===== src/rtl/tpu_cmd_pkg.sv =====
// -----------------------------------------------------------------------------
// tpu_cmd_pkg
// Shared definitions for the TPU command-queue path: the opcode set, the
// scheduler error codes, the 128-bit descriptor layout and the bit positions
// of every descriptor field. The CMDQ register block uses the same field
// positions when it packs descriptors, so there is one place to change the
// layout.
// -----------------------------------------------------------------------------
package tpu_cmd_pkg;

  localparam int DESC_W       = 128;
  localparam int WGT_BASE_LSB = 0;
  localparam int WGT_BASE_W   = 16;
  localparam int M_TILE_LSB   = 16;
  localparam int K_TILE_LSB   = 24;
  localparam int TILE_W       = 8;
  localparam int ACT_BASE_LSB = 32;
  localparam int OUT_BASE_LSB = 64;
  localparam int BASE_W       = 32;
  localparam int OPCODE_LSB   = 96;
  localparam int OPCODE_W     = 8;
  localparam int IRQ_EN_BIT   = 118;

  typedef enum logic [7:0] {
    OP_GEMM      = 8'h00,
    OP_LOAD_GEMM = 8'h01,
    OP_LOAD      = 8'h02,
    OP_NOP       = 8'h03
  } cmd_opcode_e;

  typedef enum logic [2:0] {
    ERR_NONE       = 3'd0,
    ERR_ILLEGAL_OP = 3'd1,
    ERR_DMA        = 3'd2,
    ERR_CMP        = 3'd3,
    ERR_TIMEOUT    = 3'd4
  } sched_err_e;

  // Most-significant field first so the struct lines up with the bit
  // positions above when a 128-bit FIFO word is assigned to it.
  typedef struct packed {
    logic [8:0]  rsvd_hi;
    logic        irq_en;
    logic [13:0] rsvd_mid;
    logic [7:0]  opcode;
    logic [31:0] out_base;
    logic [31:0] act_base;
    logic [7:0]  k_tile;
    logic [7:0]  m_tile;
    logic [15:0] wgt_base;
  } cmd_desc_t;

  // DMA transfer size for a weight tile: one byte per k x m element.
  function automatic logic [15:0] tile_bytes(input logic [7:0] k, input logic [7:0] m);
    return {8'd0, k} * {8'd0, m};
  endfunction

endpackage


===== src/rtl/tpu_cmd_scheduler.sv =====
// -----------------------------------------------------------------------------
// tpu_cmd_scheduler
// Pops 128-bit descriptors from the TPU command FIFO while queue mode is on,
// drives the weight DMA and/or the systolic compute core for each one, waits
// for completion and retires it with an optional interrupt. Engine errors and
// illegal opcodes are latched until software pulses clr_err.
//
// Ports:
//   clk, rst            clock, asynchronous active-high reset
//   en                  queue mode; low stops new fetches only
//   clr_err             pulse that clears the error latch and leaves ERROR
//   cmd_valid/ready     FIFO not-empty / one-cycle pop strobe
//   cmd_desc            FIFO head descriptor
//   dma_*               DMA start pulse, operands, done/err pulses
//   cmp_*               compute start pulse, operands, done/err pulses
//   busy, irq           activity flag, per-command retire interrupt
//   err, err_code       error latch and cause
//   retired_cnt         wrapping count of retired commands
//
// Build option: define CMDSCHED_TIMEOUT_EN to bound every engine wait to
// TIMEOUT_CYC cycles (error code 4 on expiry). Without it, waits are unbounded.
// -----------------------------------------------------------------------------
module tpu_cmd_scheduler
  import tpu_cmd_pkg::*;
#(
  parameter int ADDR_W      = 32,
  parameter int LEN_W       = 16,
  parameter int TIMEOUT_CYC = 4096
) (
  input  logic              clk,
  input  logic              rst,
  input  logic              en,
  input  logic              clr_err,
  input  logic              cmd_valid,
  output logic              cmd_ready,
  input  logic [127:0]      cmd_desc,
  output logic              dma_start,
  output logic [ADDR_W-1:0] dma_src,
  output logic [ADDR_W-1:0] dma_dst,
  output logic [LEN_W-1:0]  dma_len,
  input  logic              dma_done,
  input  logic              dma_err,
  output logic              cmp_start,
  output logic [ADDR_W-1:0] cmp_wgt_base,
  output logic [ADDR_W-1:0] cmp_act_base,
  output logic [ADDR_W-1:0] cmp_out_base,
  output logic [7:0]        cmp_k,
  output logic [7:0]        cmp_m,
  input  logic              cmp_done,
  input  logic              cmp_err,
  output logic              busy,
  output logic              irq,
  output logic              err,
  output logic [2:0]        err_code,
  output logic [15:0]       retired_cnt
);

  typedef enum logic [2:0] {
    S_IDLE, S_FETCH, S_DMA_GO, S_DMA_WAIT, S_CMP_GO, S_CMP_WAIT, S_RETIRE, S_ERROR
  } state_e;

  state_e     state_q, state_d;
  cmd_desc_t  head, desc_q;
  logic       err_set;
  sched_err_e err_code_d, err_code_q;
  logic       timeout_hit;

  assign head = cmd_desc;

  // Reserved descriptor bits are carried in the register but never used.
  logic unused_rsvd;
  assign unused_rsvd = ^{desc_q.rsvd_hi, desc_q.rsvd_mid, head.rsvd_hi, head.rsvd_mid};

`ifdef CMDSCHED_TIMEOUT_EN
  localparam int TO_W = $clog2(TIMEOUT_CYC) + 1;
  logic [TO_W-1:0] wait_cnt;

  // Counts cycles spent in a WAIT state; the GO state that precedes every
  // WAIT restarts it, so each engine gets a fresh budget.
  always_ff @(posedge clk or posedge rst) begin
    if (rst) begin
      wait_cnt <= '0;
    end else if (state_q == S_DMA_GO || state_q == S_CMP_GO) begin
      wait_cnt <= '0;
    end else if (state_q == S_DMA_WAIT || state_q == S_CMP_WAIT) begin
      wait_cnt <= wait_cnt + 1'b1;
    end
  end

  // True on the last permitted waiting cycle; done/err are checked first.
  assign timeout_hit = (wait_cnt == TO_W'(TIMEOUT_CYC - 1));
`else
  localparam int unused_timeout_cyc = TIMEOUT_CYC;
  assign timeout_hit = 1'b0;
`endif

  always_ff @(posedge clk or posedge rst) begin
    if (rst) state_q <= S_IDLE;
    else     state_q <= state_d;
  end

  // Next-state logic. FETCH decodes straight from the FIFO head because the
  // descriptor register only captures it at the end of that cycle; later
  // decisions use the registered copy. Error beats done in the same cycle.
  always_comb begin
    state_d    = state_q;
    err_set    = 1'b0;
    err_code_d = ERR_NONE;
    case (state_q)
      S_IDLE:  if (en && cmd_valid) state_d = S_FETCH;
      S_FETCH: begin
        case (head.opcode)
          OP_GEMM:              state_d = S_CMP_GO;
          OP_LOAD_GEMM, OP_LOAD: state_d = S_DMA_GO;
          OP_NOP:               state_d = S_RETIRE;
          default: begin
            state_d    = S_ERROR;
            err_set    = 1'b1;
            err_code_d = ERR_ILLEGAL_OP;
          end
        endcase
      end
      S_DMA_GO: state_d = S_DMA_WAIT;
      S_DMA_WAIT: begin
        if (dma_err) begin
          state_d    = S_ERROR;
          err_set    = 1'b1;
          err_code_d = ERR_DMA;
        end else if (dma_done) begin
          state_d = (desc_q.opcode == OP_LOAD_GEMM) ? S_CMP_GO : S_RETIRE;
        end else if (timeout_hit) begin
          state_d    = S_ERROR;
          err_set    = 1'b1;
          err_code_d = ERR_TIMEOUT;
        end
      end
      S_CMP_GO: state_d = S_CMP_WAIT;
      S_CMP_WAIT: begin
        if (cmp_err) begin
          state_d    = S_ERROR;
          err_set    = 1'b1;
          err_code_d = ERR_CMP;
        end else if (cmp_done) begin
          state_d = S_RETIRE;
        end else if (timeout_hit) begin
          state_d    = S_ERROR;
          err_set    = 1'b1;
          err_code_d = ERR_TIMEOUT;
        end
      end
      S_RETIRE: state_d = S_IDLE;
      S_ERROR:  if (clr_err) state_d = S_IDLE;
      default:  state_d = S_IDLE;
    endcase
  end

  // Descriptor register, retire counter and error latch. Operand outputs come
  // from desc_q so they stay stable until the next fetch.
  always_ff @(posedge clk or posedge rst) begin
    if (rst) begin
      desc_q      <= '0;
      retired_cnt <= '0;
      err         <= 1'b0;
      err_code_q  <= ERR_NONE;
    end else begin
      if (state_q == S_FETCH) desc_q <= head;
      if (state_q == S_RETIRE) retired_cnt <= retired_cnt + 16'd1;
      if (err_set) begin
        err        <= 1'b1;
        err_code_q <= err_code_d;
      end else if (state_q == S_ERROR && clr_err) begin
        err        <= 1'b0;
        err_code_q <= ERR_NONE;
      end
    end
  end

  assign err_code     = err_code_q;
  assign cmd_ready    = (state_q == S_FETCH);
  assign dma_start    = (state_q == S_DMA_GO);
  assign cmp_start    = (state_q == S_CMP_GO);
  assign busy         = (state_q != S_IDLE) && (state_q != S_ERROR);
  assign irq          = (state_q == S_RETIRE) && desc_q.irq_en;

  assign dma_src      = ADDR_W'(desc_q.act_base);
  assign dma_dst      = ADDR_W'(desc_q.wgt_base);
  assign dma_len      = LEN_W'(tile_bytes(desc_q.k_tile, desc_q.m_tile));
  assign cmp_wgt_base = ADDR_W'(desc_q.wgt_base);
  assign cmp_act_base = ADDR_W'(desc_q.act_base);
  assign cmp_out_base = ADDR_W'(desc_q.out_base);
  assign cmp_k        = desc_q.k_tile;
  assign cmp_m        = desc_q.m_tile;

endmodule

===== config.mk =====
export PLATFORM = sky130hd
export DESIGN_NAME = tpu_cmd_scheduler
export DESIGN_NICKNAME = d
export VERILOG_FILES = /design/src/rtl/tpu_cmd_pkg.sv /design/src/rtl/tpu_cmd_scheduler.sv
export SDC_FILE = /design/constraint.sdc
export NUM_CORES = 1
export LEC_CHECK = 0
export BUFFER_PORTS_ARGS = -buffer_cell sky130_fd_sc_hd__buf_2
export CAP_MARGIN = 10
export CORE_UTILIZATION = 24
export DETAILED_ROUTE_END_ITERATION = 10
export SETUP_SLACK_MARGIN = 0.3
export SYNTH_ARGS = -nofsm -noshare
export SYNTH_HDL_FRONTEND = slang
export SYNTH_SLANG_ARGS = --single-unit

===== constraint.sdc =====
create_clock -name clk -period 5.36 [get_ports clk]
set_clock_uncertainty 0.05 [all_clocks]
set_input_delay 1.072 -clock clk [delete_from_list [all_inputs] [get_ports clk]]
set_output_delay 1.072 -clock clk [all_outputs]
set_load 0.005 [all_outputs]

==> impl_metrics.env <==
export IMPL_synth_seq_cells=127
export IMPL_drc=0
export IMPL_grt_usage=0.113
export IMPL_syn_area_um2=8540
export IMPL_die_y_um=191
export IMPL_die_w_um=191
export IMPL_period_share=1.04
export IMPL_avgRoutedWirePerCell_um=14.0
export IMPL_dieArea_um2=36300
export IMPL_slew_headroom=0.385
export IMPL_synth_cell_types=49
export IMPL_critPathLaunch="cmp_m[4]"
export IMPL_synth_edff_count=0
export IMPL_n_fill_cell=3573
export IMPL_synthToLayoutAreaGrowth_pct=23.8
export IMPL_htree_levels=4
export IMPL_placed_cells=1396
export IMPL_port_buffers=297
export IMPL_synthFlopType="dfrtp_1"
export IMPL_syn_inst=773
export IMPL_max_freq_mhz=179
export IMPL_clk_pin_slew_ps=70
export IMPL_r2r_start="state_q[0]"
export IMPL_dp_slack_ps=-60.5
export IMPL_dr_wl_met2_um=10400
export IMPL_finalSetupViolCount=8
export IMPL_multi_input_area_um2=4060
export IMPL_drv_slew=0
export IMPL_dr_max_layer_used="met4"
export IMPL_fin_cells=1443
export IMPL_clkSinkCount=127
export IMPL_numCtsBuffers=17
export IMPL_dp_hpwl_um=15400
export IMPL_drtPass1Iterations=4
export IMPL_grt_max_degree=106
export IMPL_worst_pin_slew_ps=923
export IMPL_worstPathRequired_ps=4240
export IMPL_syn_avg_cell_area_um2=11.0
export IMPL_grt_pass1_vias=5901
export IMPL_wl_met3_um=1510
export IMPL_clkLatencyLatePin_ps=430
export IMPL_cp_max_fo=5
export IMPL_drt_iter0_drc=124
export IMPL_cts_path_max_buffers=2
export IMPL_arrival_ps=4470
export IMPL_place_congestion=0.825
export IMPL_drive_above_1_share=0.544
export IMPL_grt_overflow=0
export IMPL_reg2reg_to="cmp_out_base[18]"
export IMPL_root_buffer="clkbuf_16"
export IMPL_vias_per_cell=4.03
export IMPL_cts_tree="done"
export IMPL_finalWirelength_um=20200
export IMPL_met1_length_um=8030
export IMPL_rsz0062_at_grt="true"
export IMPL_end_kind="output port"
export IMPL_synth_top_area_frac=0.372
export IMPL_ys_seq_area_frac=0.372
export IMPL_worstHoldPathCells=1
export IMPL_min_period_ps=5590
export IMPL_vias=5815
export IMPL_violations="setup timing"
export IMPL_maxCapViolCount=0
export IMPL_cts_hold_buf=0
export IMPL_hp_class="flip-flop to flip-flop"
export IMPL_regArea_um2=3180
export IMPL_r2r_setup_slack_ps=3160
export IMPL_async_flop_share=1.00
export IMPL_rows=68
export IMPL_finalWorstSetupSlack_ps=-231
export IMPL_ys_warn_count=0
export IMPL_yosys_area_top_type="dfrtp_1"
export IMPL_startpoint_type="flip-flop"
export IMPL_grt_antenna_before_repair=2
export IMPL_r2r_cells=3
export IMPL_final_nets=1183
export IMPL_ioPinCount=354
export IMPL_initial_core_util=0.245
export IMPL_fin_setup_tns_ps=-1480
export IMPL_grt_pass1_wl_um=31000
export IMPL_finalHoldViolations=0
export IMPL_hold_start="retired_cnt[15]"
export IMPL_crit_type="flip-flop to output port"
export IMPL_status="complete, but fails checks"
export IMPL_postRouteAntennaNets=0
export IMPL_min_to="retired_cnt[15]"
export IMPL_synth_area_leaders="dfrtp_1 37%, buf_4 16%, mux2_2 14%"
export IMPL_core_area_um2=34800
-- per-layer routing --
| metal | vias to the layer above | GRT usage |
|---|---|---|
| met3 | 15 | 0.0381 |
| met1 | 2843 | 0.127 |
| met5 | - | 0 |
| li1 | 2724 | - |
| met2 | 233 | 0.196 |
| met4 | 0 | 0.0434 |
-- sequential cells by signal, summed over array words and instances (netlist names) --
signal,count
desc_q,9
cmp_out_base,32
state_q,3
err_code,2
cmp_m,8
cmp_act_base,32
retired_cnt,16
err,1
cmp_k,8
cmp_wgt_base,16
-- synth_stat cells (2+ instances only) --
library cell	n
nand2b_1	2
ha_1	37
buf_2	8
o21ai_0	7
o21a_1	2
nand2_1	39
nor2_1	14
inv_2	2
inv_1	61
buf_6	5
xnor2_1	20
mux2_2	104
o211ai_1	3
a211oi_1	2
nor3_1	5
a21oi_1	13
and3_1	6
or3_1	2
and2_1	48
nand3_1	6
nand4_1	5
dfrtp_1	127
xor2_1	7
a22o_1	2
nand4b_1	2
mux2_1	3
and4_1	2
fa_1	36
buf_4	180
a21o_1	4
-- through the flow --
step           hold slack (ps)  cell area, um2  utilization
2_1_floorplan              418            8690            -
3_3_place_gp               409            9590        0.276
3_5_place_dp               412            9590        0.276
4_1_cts                    434           10400        0.299
5_1_grt                    462           10600        0.304
6_report                   424           10600        0.304
-- worst max-delay path: stages (launching register included) --
cell     delay, ps
dfrtp_1        430
and2_4         160
fa_1           550
inv_2           40
fa_1           470
inv_1           50
fa_1           470
inv_1           50
fa_1           490
inv_2           40
ha_4           220
a21o_1         190
buf_6          130
o21ai_4        170
buf_6          130
nand2_1         50
a21oi_2        140
xnor2_1        130
buf_2          130
-- worst max-delay path by stage --
| stage | to | slack (ps) | depth (start not counted) |
|---|---|---|---|
| CTS | dma_len[13] | -360 | 17 |
| global placement | dma_len[15] | -50 | 16 |
| detailed placement | dma_len[15] | -60 | 14 |
| global route | dma_len[12] | -420 | 18 |
| floorplan | dma_len[14] | 310 | 15 |
| finish | dma_len[10] | -230 | 18 |
-- cell usage in the layout (no fill, tap or decap), types with 4 or more instances in the layout --
cell type    n
mux2_2     104
nand4_1      5
inv_6        8
and2_4       5
and3_1       5
a21o_1       4
nor3_1       5
conb_1      33
a21oi_1      8
clkbuf_16   17
buf_6        9
nand3_1      5
o21ai_0      5
buf_2      297
fa_2         6
and2_1      43
ha_4         6
buf_4       34
nand2_1     34
inv_1       54
nor2_1      10
ha_1        30
inv_2        8
fa_1        30
dfrtp_1    126
nand2_2      5
xnor2_1     19
xor2_1       7
-- cell type report --
class / count / area share
multi-input cells: 421 / 0.384
flip-flops and latches: 127 / 0.301
repair buffers: 343 / 0.180
well taps: 455 / 0.0539
clock buffers: 18 / 0.0416
inverters: 63 / 0.0229
clock inverters: 14 / 0.0159
diodes: 2 / 0.000474
-- what timing repair did --
item,in CTS,in global routing
cloned,0,0
setup endpoints to repair,10,10
setup buffers,9,4
resized for setup,32,30
pin swaps,49,38
-- cell families after synthesis --
| kind of cell | count (synthesis) | share of synthesized area |
|---|---|---|
| DFF | 127 | 0.372 |
| muxes | 107 | 0.141 |
| xor gates and xnor gates | 27 | 0.0277 |
| other | 1 | 0.000439 |
| and+or+nand+nor | 140 | 0.0907 |
| buffers and inverters | 257 | 0.198 |
| adders and majority gates | 73 | 0.139 |
| AOI/OAI and AO/OA | 41 | 0.0314 |
Power is left out: the tool's default activity adds up to more than one toggle a clock period on the data nets, which glitch-free logic cannot reach.
